`config.mk`:
```
export PLATFORM = sky130hd
export DESIGN_NAME = lms_sequencer
export DESIGN_NICKNAME = d
export VERILOG_FILES = /design/src/rtl/lms_sequencer.sv
export SDC_FILE = /design/constraint.sdc
export NUM_CORES = 1
export LEC_CHECK = 0
export ABC_AREA = 1
export BUFFER_PORTS_ARGS = -buffer_cell sky130_fd_sc_hd__clkbuf_2
export CAP_MARGIN = 5
export CELL_PAD_IN_SITES_DETAIL_PLACEMENT = 1
export CELL_PAD_IN_SITES_GLOBAL_PLACEMENT = 2
export CORE_AREA = 2 2 81 83
export DETAILED_ROUTE_END_ITERATION = 16
export DIE_AREA = 0 0 83 85
export PLACE_DENSITY = 0.8
export SLEW_MARGIN = 20
export SYNTH_ARGS = -nofsm -noshare
export SYNTH_HDL_FRONTEND = slang
export SYNTH_SLANG_ARGS = --single-unit
export TNS_END_PERCENT = 30
```
`constraint.sdc`:
```
create_clock -name clk_in -period 1.65 [get_ports clk_in]
set_input_delay 0.0825 -clock clk_in [delete_from_list [all_inputs] [get_ports clk_in]]
set_output_delay 0.0825 -clock clk_in [all_outputs]
set_load 0.02 [all_outputs]
```
`src/rtl/lms_sequencer.sv`:
```
// Control sequencer for the LMS adaptive FIR: per sample, a delay-line write, NTAPS MAC
// reads, an error latch, then (optionally) NTAPS coefficient read-modify-write cycles.
module lms_sequencer #(
    parameter int NTAPS = 31,
    parameter int AW    = 5
) (
    input  logic          clk_in,
    input  logic          rst_in,
    input  logic          ready_in,
    input  logic          adapt_en_in,
    output logic          sample_we_out,
    output logic [AW-1:0] sample_waddr_out,
    output logic [AW-1:0] sample_raddr_out,
    output logic [AW-1:0] coeff_raddr_out,
    output logic [AW-1:0] coeff_waddr_out,
    output logic          coeff_we_out,
    output logic          mac_clear_out,
    output logic          mac_en_out,
    output logic          y_valid_out,
    output logic          err_latch_out,
    output logic          done_out,
    output logic          busy_out,
    output logic          overrun_out
);

    // MAC_TAIL and UPD_TAIL cover the extra cycle needed by the 1-cycle RAM read latency.
    typedef enum logic [2:0] {IDLE, WRITE, FILTER, MAC_TAIL, EST, UPDATE, UPD_TAIL} state_t;

    localparam logic [AW-1:0] KLAST = AW'(NTAPS - 1);

    state_t        state, state_nx;
    logic [AW-1:0] k, k_nx, k_inc;
    logic [AW-1:0] offset, offset_nx;
    logic          adapt, adapt_nx;

    logic          sample_we_nx, coeff_we_nx, mac_clear_nx, mac_en_nx;
    logic          y_valid_nx, err_latch_nx, done_nx, busy_nx, overrun_nx;
    logic [AW-1:0] sample_waddr_nx, sample_raddr_nx, coeff_raddr_nx, coeff_waddr_nx;

    always_comb begin
        state_nx        = state;
        k_nx            = k;
        k_inc           = k + 1'b1;
        offset_nx       = offset;
        adapt_nx        = adapt;
        sample_we_nx    = 1'b0;
        coeff_we_nx     = 1'b0;
        mac_clear_nx    = 1'b0;
        mac_en_nx       = 1'b0;
        y_valid_nx      = 1'b0;
        err_latch_nx    = 1'b0;
        done_nx         = 1'b0;
        sample_waddr_nx = sample_waddr_out;
        sample_raddr_nx = sample_raddr_out;
        coeff_raddr_nx  = coeff_raddr_out;
        coeff_waddr_nx  = coeff_waddr_out;
        overrun_nx      = overrun_out | (ready_in & busy_out);

        case (state)
            IDLE: begin
                if (ready_in) begin
                    state_nx        = WRITE;
                    adapt_nx        = adapt_en_in;
                    sample_we_nx    = 1'b1;
                    sample_waddr_nx = offset;
                    mac_clear_nx    = 1'b1;
                end
            end
            WRITE: begin
                state_nx        = FILTER;
                k_nx            = '0;
                sample_raddr_nx = offset;
                coeff_raddr_nx  = '0;
            end
            FILTER: begin
                mac_en_nx = 1'b1;
                if (k == KLAST) begin
                    state_nx = MAC_TAIL;
                end else begin
                    k_nx            = k_inc;
                    sample_raddr_nx = offset - k_inc;
                    coeff_raddr_nx  = k_inc;
                end
            end
            MAC_TAIL: begin
                state_nx     = EST;
                y_valid_nx   = 1'b1;
                err_latch_nx = 1'b1;
                done_nx      = ~adapt;
            end
            EST: begin
                if (adapt) begin
                    state_nx        = UPDATE;
                    k_nx            = '0;
                    sample_raddr_nx = offset;
                    coeff_raddr_nx  = '0;
                end else begin
                    state_nx  = IDLE;
                    offset_nx = offset + 1'b1;
                end
            end
            UPDATE: begin
                coeff_we_nx    = 1'b1;
                coeff_waddr_nx = k;
                if (k == KLAST) begin
                    state_nx = UPD_TAIL;
                    done_nx  = 1'b1;
                end else begin
                    k_nx            = k_inc;
                    sample_raddr_nx = offset - k_inc;
                    coeff_raddr_nx  = k_inc;
                end
            end
            UPD_TAIL: begin
                state_nx  = IDLE;
                offset_nx = offset + 1'b1;
            end
            default: state_nx = IDLE;
        endcase

        busy_nx = (state_nx != IDLE);
    end

    always_ff @(posedge clk_in or posedge rst_in) begin
        if (rst_in) begin
            state            <= IDLE;
            k                <= '0;
            offset           <= '0;
            adapt            <= 1'b0;
            sample_we_out    <= 1'b0;
            sample_waddr_out <= '0;
            sample_raddr_out <= '0;
            coeff_raddr_out  <= '0;
            coeff_waddr_out  <= '0;
            coeff_we_out     <= 1'b0;
            mac_clear_out    <= 1'b0;
            mac_en_out       <= 1'b0;
            y_valid_out      <= 1'b0;
            err_latch_out    <= 1'b0;
            done_out         <= 1'b0;
            busy_out         <= 1'b0;
            overrun_out      <= 1'b0;
        end else begin
            state            <= state_nx;
            k                <= k_nx;
            offset           <= offset_nx;
            adapt            <= adapt_nx;
            sample_we_out    <= sample_we_nx;
            sample_waddr_out <= sample_waddr_nx;
            sample_raddr_out <= sample_raddr_nx;
            coeff_raddr_out  <= coeff_raddr_nx;
            coeff_waddr_out  <= coeff_waddr_nx;
            coeff_we_out     <= coeff_we_nx;
            mac_clear_out    <= mac_clear_nx;
            mac_en_out       <= mac_en_nx;
            y_valid_out      <= y_valid_nx;
            err_latch_out    <= err_latch_nx;
            done_out         <= done_nx;
            busy_out         <= busy_nx;
            overrun_out      <= overrun_nx;
        end
    end

endmodule

```
# Yosys cells after proc, flatten, opt, wreduce, memory -nomap -nowiden
# Index checks and enable logic that the tools add are counted.
# W data, S select, Z words.
[totals]
ff_bits = 36
in_bits = 4
wordCells = 58
output_inout_bits = 29
[op_classes]
eq_ne = 10
reduce_logical = 8
n_mux = 20
bitwise_logic = 3
n_addsub = 3
[op_table]
columns = ["cell", "count"]
rows = [
  ["$pmux W5 S3", 2],
  ["$mux W5", 5],
  ["$pmux W3 S6", 1],
  ["$mux W3", 4],
  ["$add A5 B1 Y5 const B", 2],
  ["$pmux W5 S2", 1],
  ["$eq A3 B3 Y1 const B", 3],
  ["$eq A3 B2 Y1 const B", 2],
  ["$mux W1", 6],
  ["$ne A2 B2 Y1 const B", 3],
  ["$reduce_bool A3 Y1", 2],
  ["$eq A5 B5 Y1 const B", 1],
  ["$sub A5 B5 Y5", 1],
  ["$reduce_and A2 Y1", 2],
  ["$eq A3 B1 Y1 const B", 1],
  ["$logic_not A3 Y1", 1],
  ["$reduce_and A3 Y1", 1],
  ["$pmux W1 S2", 1],
  ["$reduce_bool A2 Y1", 1],
  ["$reduce_or A2 Y1", 1],
  ["$and A1 B1 Y1", 1],
  ["$not A1 Y1", 1],
  ["$or A1 B1 Y1", 1],
]

# Logic depth before layout (Yosys ltp)
# Gate-level depths: netlist of the first run.
[logic_depth]
word_depth = 4
ltp_mapped = 13
ltp_nobuf = 13

# Worst setup path after synthesis of the first run
# OpenSTA, ideal clock, no wires.
[synth_path]
kind = "reg2reg"
from = "register k[0]"
to = "register sample_raddr_out[2]"
t_required_ps = 1533
setup_time_ps = 117
path_stages_with_launch = 10
n_path_buf = 0
t_arrival_ps = 1836
slack_ps = -303
period_less_slack_ps = 1953
cell_sequence = "dfrtp_1 > ha_1 > xor2_1 > inv_1 > ha_1 > or2_2 > nand3_1 > o21ai_0 > nand2_1 > nand2_1"
[synth_between]
elab_chain_cells = 4
[synth_rtl]
columns = ["item", "line_no", "source"]
rows = [
  ["start, declared", "32", "logic [AW-1:0] k, k_nx, k_inc;"],
  ["start signal, assigned", "145", "k <= k_nx;"],
  ["$add A5 B1 Y5", "43", "k_inc = k + 1'b1;"],
  ["$sub A5 B5 Y5", "81, 110", ""],
  ["$mux W5", "77, 105", ""],
  ["$pmux W5 S3", "59", "case (state)"],
  ["end signal, assigned", "150", "sample_raddr_out <= sample_raddr_nx;"],
  ["end, declared", "13", "output logic [AW-1:0] sample_raddr_out,"],
]
# Parallel ways exist; a longest one is shown, timed or not. The select of a mux whose other input is x is not followed.
# A chain may end at the register's enable or synchronous reset.

# Worst setup path after layout of the first run
[layout_path]
from = "register k[0]"
to = "register sample_raddr_out[4]"
# The elaborated chain is that of the path after synthesis.

==> results by stage, run 1 <==
Status:
- The checks that failed: negative setup slack.
- The flow ran to the end, but the final reports show violations.

Cells and area:
- The area growth from synthesis to layout is 33.5%.
- The post-layout utilization of the core is between 30% and 40%.
- In the final design database the tool counted ~260 nets.
- Of the cells placed in the final design, the portion with a size suffix greater than 1 is a little under two fifths.
- The number of antenna diodes in the final layout is 0.

Synthesis:
- In this run the biggest area consumer among cell types represents roughly half of the synthesized area.
- By count the netlist is led by sky130_fd_sc_hd__nand2_1 (48), sky130_fd_sc_hd__dfrtp_1 (36), sky130_fd_sc_hd__inv_1 (24).
- The synthesized area divided by synthesized cell count is between 9 and 10 um^2.
- By area the synthesized netlist is led by sky130_fd_sc_hd__dfrtp_1 (51%), sky130_fd_sc_hd__nand2_1 (10%), sky130_fd_sc_hd__inv_1 (5.1%).
- The net count after synthesis is about 210.
- The Yosys warning count is 0.
- In the synthesized netlist the async set-or-reset flop fraction comes to 100%.
- The number of flops mapped to enable cells by yosys is 0.
- The sequential-to-total area share from yosys stat is 50.6%.
- The flip-flop cell with the highest count after synthesis is sky130_fd_sc_hd__dfrtp_1.
- Synthesis produced about 200 cells.
- The cell taking the most area after synthesis is sky130_fd_sc_hd__dfrtp_1.
- The number of storage elements in the synthesis netlist is 36.
- Synthesis instantiated 29 different standard cells from the library.
- In the post-synthesis netlist, the cell with the most instances is sky130_fd_sc_hd__nand2_1.
- The cell area that synthesis handed to floorplanning was roughly 1800 um^2.

Setup path:
- Along the worst path, the maximum fanout reaches 5.
- By startpoint and endpoint, the worst setup path is classified as register to register.
- The arrival time of data at the critical path endpoint is 2000 ps.
- At the worst endpoint, the required time is around 1800 ps.
- The worst setup path is captured at a register.
- The critical path launch point type is a register.

Clocking:
- The root buffer selected by CTS is sky130_fd_sc_hd__clkbuf_8.
- Clock tree synthesis inserted a total of 5 buffers.
- The clock latency on the worst-skew pair is between 200 and 300 ps.
- For this design, the sink count on the clock tree is 36.
- The CTS clock-pin slew for the worst setup and hold paths is approximately 70 ps.
- The CTS tree is yes.
- The H-tree was split into 2 levels.
- The maximum buffer depth of the clock tree is 2.

Timing:
- The top achievable clock speed is between 0.5 and 0.6 GHz.
- The worst path uses 109% of the clock period.
- For the pin with the worst max-slew slack, the measured transition is roughly 470 ps.
- The clock skew after layout is 8.81 ps.
- Across all setup checks in the final design, the least slack found is -156 ps.
- After layout, the minimum clock period comes to ~1800 ps.
- The total count of hold-check failures in the final report is 0.
- The post-route setup TNS is -466 ps.
- Setup repair after global routing could not meet its margin everywhere.
- The final count of negative-setup-slack endpoints is 4.
- The tightest hold path in the finished design has a slack of 437 ps.
- The worst pin sits at a relative slew slack of slightly below 70%.
- The count of final max-slew check failures came to 0.

Job:
- The total of max-cap violations is 0.

Die:
- The width of the die is slightly above 80 um.
- For this configuration, the core starts out at a cell density of 28.7%.
- The I/O pin count is 33.
- The floorplan step set the die height to ~85 um.
- The initialized floorplan defines 29 standard-cell rows.
- The die footprint is between 7000 and 8000 um^2.
- The area of the core is around 6200 um^2.

Detailed routing:
- The routed layout has 1466 vias.
- The mean number of vias per cell is 4.47.
- The wire length reported by the detailed router is approximately 4500 um.
- The average wire per standard cell is roughly 14 um.
- Once detail routing completed, the nets flagged for antenna violations numbered 0.
- The number of design rule violations left after detail routing is 0.
- The number of detailed-routing iterations run before antenna repair is 4.
- The starting DRC count in detailed routing is 53.

Power and ir drop:
- VDD sags by at most between 0.0007 and 0.0008 V.
- The overall power after layout is 4540 uW.
- The power density over cell area is about 1900 nW/um^2.
- The static leakage is around 0.0012 uW.

Place:
- Summed over all nets, the half-perimeter wirelength after detailed placement is 3330 um.
- The setup slack after placement is -195 ps.
- The count of input and output buffers is 32.
- The congestion estimate from routability-driven global placement came to between 0.8 and 0.9.

GRT:
- The number of antenna violations at the first check in global routing is 0.
- The final global-route overflow total is 0.
- The first global-routing pass estimated ~7600 um of wire.
- The number of global-route vias before repair is 1559.
- The overall global routing resource usage is 13.8%.
- Entering global routing, the biggest net connects 37 pins.

Hold path:
- The tightest min-delay check is of the input port to async pin type.
[state kept, by name, indices dropped and copies added (netlist names), 3 cells and up]
| register | count |
|---|---|
| state | 3 |
| coeff_waddr_out | 5 |
| sample_raddr_out | 5 |
| offset | 5 |
| k | 5 |
| sample_waddr_out | 5 |
[where the power goes]
group | internal [uW] | switching, uW
Clock | 449 | 322
Sequential | 1150 | 235
Combinational | 892 | 1490
[metal layers]
metal | track usage (%) | vias to the layer above | wire [um]
li1 | - | 734 | -
met1 | 17.8 | 695 | 2040
met2 | 22.2 | 30 | 2170
met3 | 3.02 | 7 | 154
met4 | 6.71 | 0 | 90
met5 | 0 | - | 0
[worst max-delay path, cell delays in order, from the launching register on]
cell and delay (ps):
sky130_fd_sc_hd__dfrtp_2 470, sky130_fd_sc_hd__ha_4 190, sky130_fd_sc_hd__xor2_2 160, sky130_fd_sc_hd__inv_2 60, sky130_fd_sc_hd__ha_4 300, sky130_fd_sc_hd__nand2_4 60
sky130_fd_sc_hd__nor2_4 80, sky130_fd_sc_hd__nor2_2 50, sky130_fd_sc_hd__inv_1 50, sky130_fd_sc_hd__nand2_1 50, sky130_fd_sc_hd__nand3_1 70, sky130_fd_sc_hd__nand2_1 50
sky130_fd_sc_hd__nand3_1 70, sky130_fd_sc_hd__nand2_1 50
[worst paths after layout]
check	startpoint	endpoint	slack (ps)	cells after the start
setup / recovery	k[0]$_DFFE_PP0P_	sample_raddr_out[4]$_DFFE_PP0P_	-160	13
hold / removal	rst_in	sample_waddr_out[0]$_DFFE_PP0P_	440	4
setup reg to reg	k[0]$_DFFE_PP0P_	sample_raddr_out[4]$_DFFE_PP0P_	-160	13
hold reg to reg	overrun_out$_DFF_PP0_	overrun_out$_DFF_PP0_	470	1
max in group asynchronous	rst_in	k[2]$_DFFE_PP0P_	850	4
min in group clk_in	overrun_out$_DFF_PP0_	overrun_out$_DFF_PP0_	470	1
[metrics by stage]
step           instance area [um^2]  instances
4_1_cts                        2330        327
3_5_place_dp                   2160        315
5_1_grt                        2370        328
2_1_floorplan                  1830        196
3_3_place_gp                   2160        315
6_report                       2370        328
[final cells by class]
type                            count  area, um^2
Sequential cell                    36         906
Clock inverter                      2        35.0
Tap cell                           77        96.3
Clock buffer                        6        72.6
Fill cell                         733        3830
Multi-Input combinational cell    125         827
Inverter                           30         120
Timing Repair Buffer               52         318
[logic make-up after synthesis]
group / after synthesis / share of synthesized area [%]
xor gates and xnor gates: 6 / 2.95
adders and majority gates: 8 / 6.05
AOI/OAI and AO/OA: 27 / 9.28
buffers and inverters: 35 / 8.23
DFF: 36 / 50.6
and+or+nand+nor: 84 / 22.9
[cells in the final DEF, fill, tap and decap left out, types with 2 or more instances in the layout]
| cell | count |
|---|---|
| sky130_fd_sc_hd__a21o_1 | 2 |
| sky130_fd_sc_hd__buf_4 | 17 |
| sky130_fd_sc_hd__clkbuf_2 | 32 |
| sky130_fd_sc_hd__clkbuf_8 | 5 |
| sky130_fd_sc_hd__dfrtp_1 | 32 |
| sky130_fd_sc_hd__dfrtp_2 | 4 |
| sky130_fd_sc_hd__dlygate4sd3_1 | 3 |
| sky130_fd_sc_hd__ha_1 | 3 |
| sky130_fd_sc_hd__ha_4 | 4 |
| sky130_fd_sc_hd__inv_1 | 21 |
| sky130_fd_sc_hd__inv_2 | 6 |
| sky130_fd_sc_hd__inv_4 | 3 |
| sky130_fd_sc_hd__nand2_1 | 47 |
| sky130_fd_sc_hd__nand2_2 | 3 |
| sky130_fd_sc_hd__nand3_1 | 10 |
| sky130_fd_sc_hd__nand3_2 | 3 |
| sky130_fd_sc_hd__nand4_1 | 7 |
| sky130_fd_sc_hd__nor2_1 | 3 |
| sky130_fd_sc_hd__nor2_4 | 2 |
| sky130_fd_sc_hd__nor3_1 | 2 |
| sky130_fd_sc_hd__nor3_2 | 2 |
| sky130_fd_sc_hd__o21ai_0 | 14 |
| sky130_fd_sc_hd__o21ai_1 | 5 |
| sky130_fd_sc_hd__o21ai_2 | 2 |
| sky130_fd_sc_hd__o22ai_1 | 2 |
| sky130_fd_sc_hd__xor2_1 | 4 |
| sky130_fd_sc_hd__xor2_2 | 2 |
[timing repair]
item                                    4_1_cts  5_1_grt
pin swaps                                     6        6
cloned                                        0        0
gates resized for setup                       6       10
buffers inserted                              1        1
hold endpoints to repair                     38        0
endpoints found under the setup margin        4        7
hold buffers                                  3        0
No activity file was read; power rests on OpenSTA's default activity.
==> run 2, diff against run 1 <==
Settings changed: RECOVER_POWER from default to 50.
==> run 2 against run 1 <==
Net effect: the flow still finishes with violations (negative setup slack); clock power about the same; die area stayed put; worst hold slack better by 31 ps; design area down 0.58%; worst setup slack improved by 0.67 ps; non-clock buffer count unchanged; total power decreased by 0.31%; critical endpoint unchanged; largest cell class unchanged; highest routed layer unchanged.
==> results by stage, run 2 (synthesis results as in run 1) <==
Status:
- The flow ran to the end, but the final reports show violations.
- The checks that failed: negative setup slack.

Detailed routing:
- Once detail routing completed, the nets flagged for antenna violations numbered 0.
- In the routed design, unresolved DRC markers number 0.
- Dividing the detail-routed wire length by the instance count gives ~14 um.
- The wire length reported by the detailed router is 4470 um.
- The mean number of vias per cell is 4.48.
- The via total after detailed routing is 1469.
- The number of detailed-routing iterations run before antenna repair is 4.
- In this run, the number of DRC markers left after iteration 0 of detailed routing was 46.

Setup path:
- The number of cells on the worst reg-to-reg path is 13.
- In this run the critical register-to-register path is captured at sample_raddr_out[4]$_DFFE_PP0P_.
- Following the worst setup path forward leads to its endpoint at sample_raddr_out[4]$_DFFE_PP0P_.
- The critical path launch point type is a register.
- The arrival time of data at the critical path endpoint is just under 2000 ps.
- The element type at the critical path end is a register.
- Data on the critical path is required at its endpoint by roughly 1800 ps.
- The top fanout value on the critical path is 5.
- The startpoint of the most critical register-to-register path is k[0]$_DFFE_PP0P_.
- By startpoint and endpoint, the worst setup path is classified as register to register.
- The source of the critical timing path is k[0]$_DFFE_PP0P_.
- In this run the register-to-register setup slack is -160 ps.

Cells and area:
- In the layout the commonest cells are sky130_fd_sc_hd__nand2_1 (47), sky130_fd_sc_hd__dfrtp_1 (32), sky130_fd_sc_hd__clkbuf_2 (24).
- The count of fill cells added during filler insertion is roughly 740.
- Leaving out fill and tap cells, the most frequent cell in the layout is sky130_fd_sc_hd__nand2_1.
- After routing the design area is 2360 um^2.
- The antenna cell count is 0.
- The area growth from synthesis to layout is 32.7%.
- Of the cells placed in the final design, the portion with a size suffix greater than 1 is roughly 33%.
- The final net count is approximately 260.

Place:
- Routability-driven placement finished with a final weighted congestion of 0.863.
- During placement, the flow inserted port buffers numbering 32.
- The placed instances occupy a cell area of between 2000 and 2500 um^2.
- Detailed placement finished with a half-perimeter wire length of approximately 3300 um.

Clocking:
- In this run, CTS created clock tree buffers numbering 5.
- For the worst-skew pair, the clock arrives at the later sink with an insertion delay of between 200 and 300 ps.
- The tree is rooted in a sky130_fd_sc_hd__clkbuf_8.
- The number of levels the H-tree was split into is 2.
- Clock-pin slew was measured on the worst setup and hold paths at roughly 70 ps.
- The clock sink total is 36.
- The CTS tree is yes.
- In this run the deepest clock path goes through 2 buffers.

Timing:
- The count of final max-slew check failures is 0.
- The post-layout worst setup margin is -155 ps.
- Across the routed clock network, the largest skew measured is just under 7 ps.
- Setup repair after global routing could not meet its margin everywhere.
- The total count of hold-check failures in the final report is 0.
- Setup violations remaining at the end of the flow were counted as 4.
- Derived from the worst setup path, the maximum achievable clock frequency is approximately 0.55 GHz.
- Measured against its own limit, the worst slew margin works out to about two fifths.
- The time the worst path needs with I/O delays and setup is between 1500 and 2000 ps.
- The share of the cycle needed by the critical path after routing is 109%.
- The actual slew at the worst max-slew pin is slightly above 900 ps.

GRT:
- The first global-routing pass estimated 7610 um of wire.
- Global routing used around 14% of the available tracks across all layers.
- The number of global-route vias before repair came to between 1.5k and 2k.
- The final global-route overflow total is 0.
- Entering global routing, the biggest net connects 37 pins.
- The number of antenna violations at the first check in global routing is 0.

Die:
- The die covers approximately 7100 um^2.
- The width of the die is slightly above 80 um.
- Row generation in the floorplan step produced 29 rows.
- The I/O pin count is 33.
- In this run the standard cell core region covers 6200 um^2.
- The effective utilization at floorplan is between 20% and 30%.
- The y dimension of the die is between 80 and 90 um.

Power and ir drop:
- After layout, the design draws a total of between 4000 and 5000 uW.
- In this run the static leakage power is around 0.0012 uW.
- Of the total power, combinational logic draws a little over half.
- The switching part of the total is ~45%.
- The relative contribution of the clock network to total power is ~17%.
- The analysis attributes to net switching a power of about 2000 uW.
- The total internal power is 2480 uW.
- The maximum vdd ir drop is between 0.0006 and 0.0007 V.
- The part of the power in registers is between 30% and 40%.
- The power density over cell area is between 1500 and 2000 nW/um^2.

Job:
- Across the run, the number of max-cap violations was 0.

Hold path:
- The path class of the lowest-slack min-delay path is register to register.
[run 2: cell type report]
cell class | instances | area [um^2] | share of cell area [%]
Clock buffer | 6 | 72.6 | 3.07
Clock inverter | 2 | 35.0 | 1.48
Inverter | 30 | 120 | 5.09
Multi-Input combinational cell | 125 | 827 | 35.0
Sequential cell | 36 | 906 | 38.4
Tap cell | 77 | 96.3 | 4.08
Timing Repair Buffer | 52 | 304 | 12.9
[run 2: critical path, cell delays in order (launching register included)]
cell	delay [ps]
sky130_fd_sc_hd__dfrtp_2	470
sky130_fd_sc_hd__ha_4	190
sky130_fd_sc_hd__xor2_2	160
sky130_fd_sc_hd__inv_2	60
sky130_fd_sc_hd__ha_4	300
sky130_fd_sc_hd__nand2_4	60
sky130_fd_sc_hd__nor2_4	80
sky130_fd_sc_hd__nor2_2	50
sky130_fd_sc_hd__inv_1	40
sky130_fd_sc_hd__nand2_1	50
sky130_fd_sc_hd__nand3_1	70
sky130_fd_sc_hd__nand2_1	50
sky130_fd_sc_hd__nand3_1	70
sky130_fd_sc_hd__nand2_1	50
[run 2: worst min path at each step]
stage | start | slack (ps) | depth (start not counted) | end
after floorplan | ready_in | 200 | 1 | overrun_out$_DFF_PP0_
after global placement | rst_in | 200 | 3 | mac_en_out$_DFF_PP0_
after detailed placement | rst_in | 220 | 3 | mac_en_out$_DFF_PP0_
after CTS | rst_in | 450 | 4 | sample_raddr_out[3]$_DFFE_PP0P_
after global routing | overrun_out$_DFF_PP0_ | 500 | 1 | overrun_out$_DFF_PP0_
final | overrun_out$_DFF_PP0_ | 470 | 1 | overrun_out$_DFF_PP0_
[run 2: power groups by stage]
stage	clock (uW)	sequential, uW	combinational, uW
after detailed placement	0	1380	2260
final	773	1380	2370
after global routing	833	1420	2690
after global placement	0	1370	2220
after floorplan	0	1560	1360
after CTS	806	1380	2290
[run 2: metrics by stage]
step	hold slack (ps)	setup TNS [ps]	setup slack, ps	instances	utilization, %
4_1_cts	451	-569	-172	327	37.5
3_5_place_dp	221	-629	-195	315	34.8
5_1_grt	497	-1440	-300	328	38.1
6_report	467	-463	-155	328	38.1
3_3_place_gp	198	-460	-156	315	34.8
2_1_floorplan	199	-339	-120	196	-
[run 2: metal layers]
layer	share of wire (%)	GRT usage, %	wire length (um)	up-vias
met5	0	0	0	-
met1	45	17.8	2030	699
met4	2.0	6.71	90	0
met2	49	22.2	2190	30
li1	-	-	-	733
met3	3.7	3.02	165	7
[run 2: repair_timing]
| action | in CTS | in global routing |
|---|---|---|
| pin swaps | 6 | 6 |
| resized for setup | 6 | 10 |
| buffers inserted | 1 | 1 |
| endpoints found under the setup margin | 4 | 7 |
| hold buffers | 3 | 0 |
| endpoints found under the hold margin | 38 | 0 |
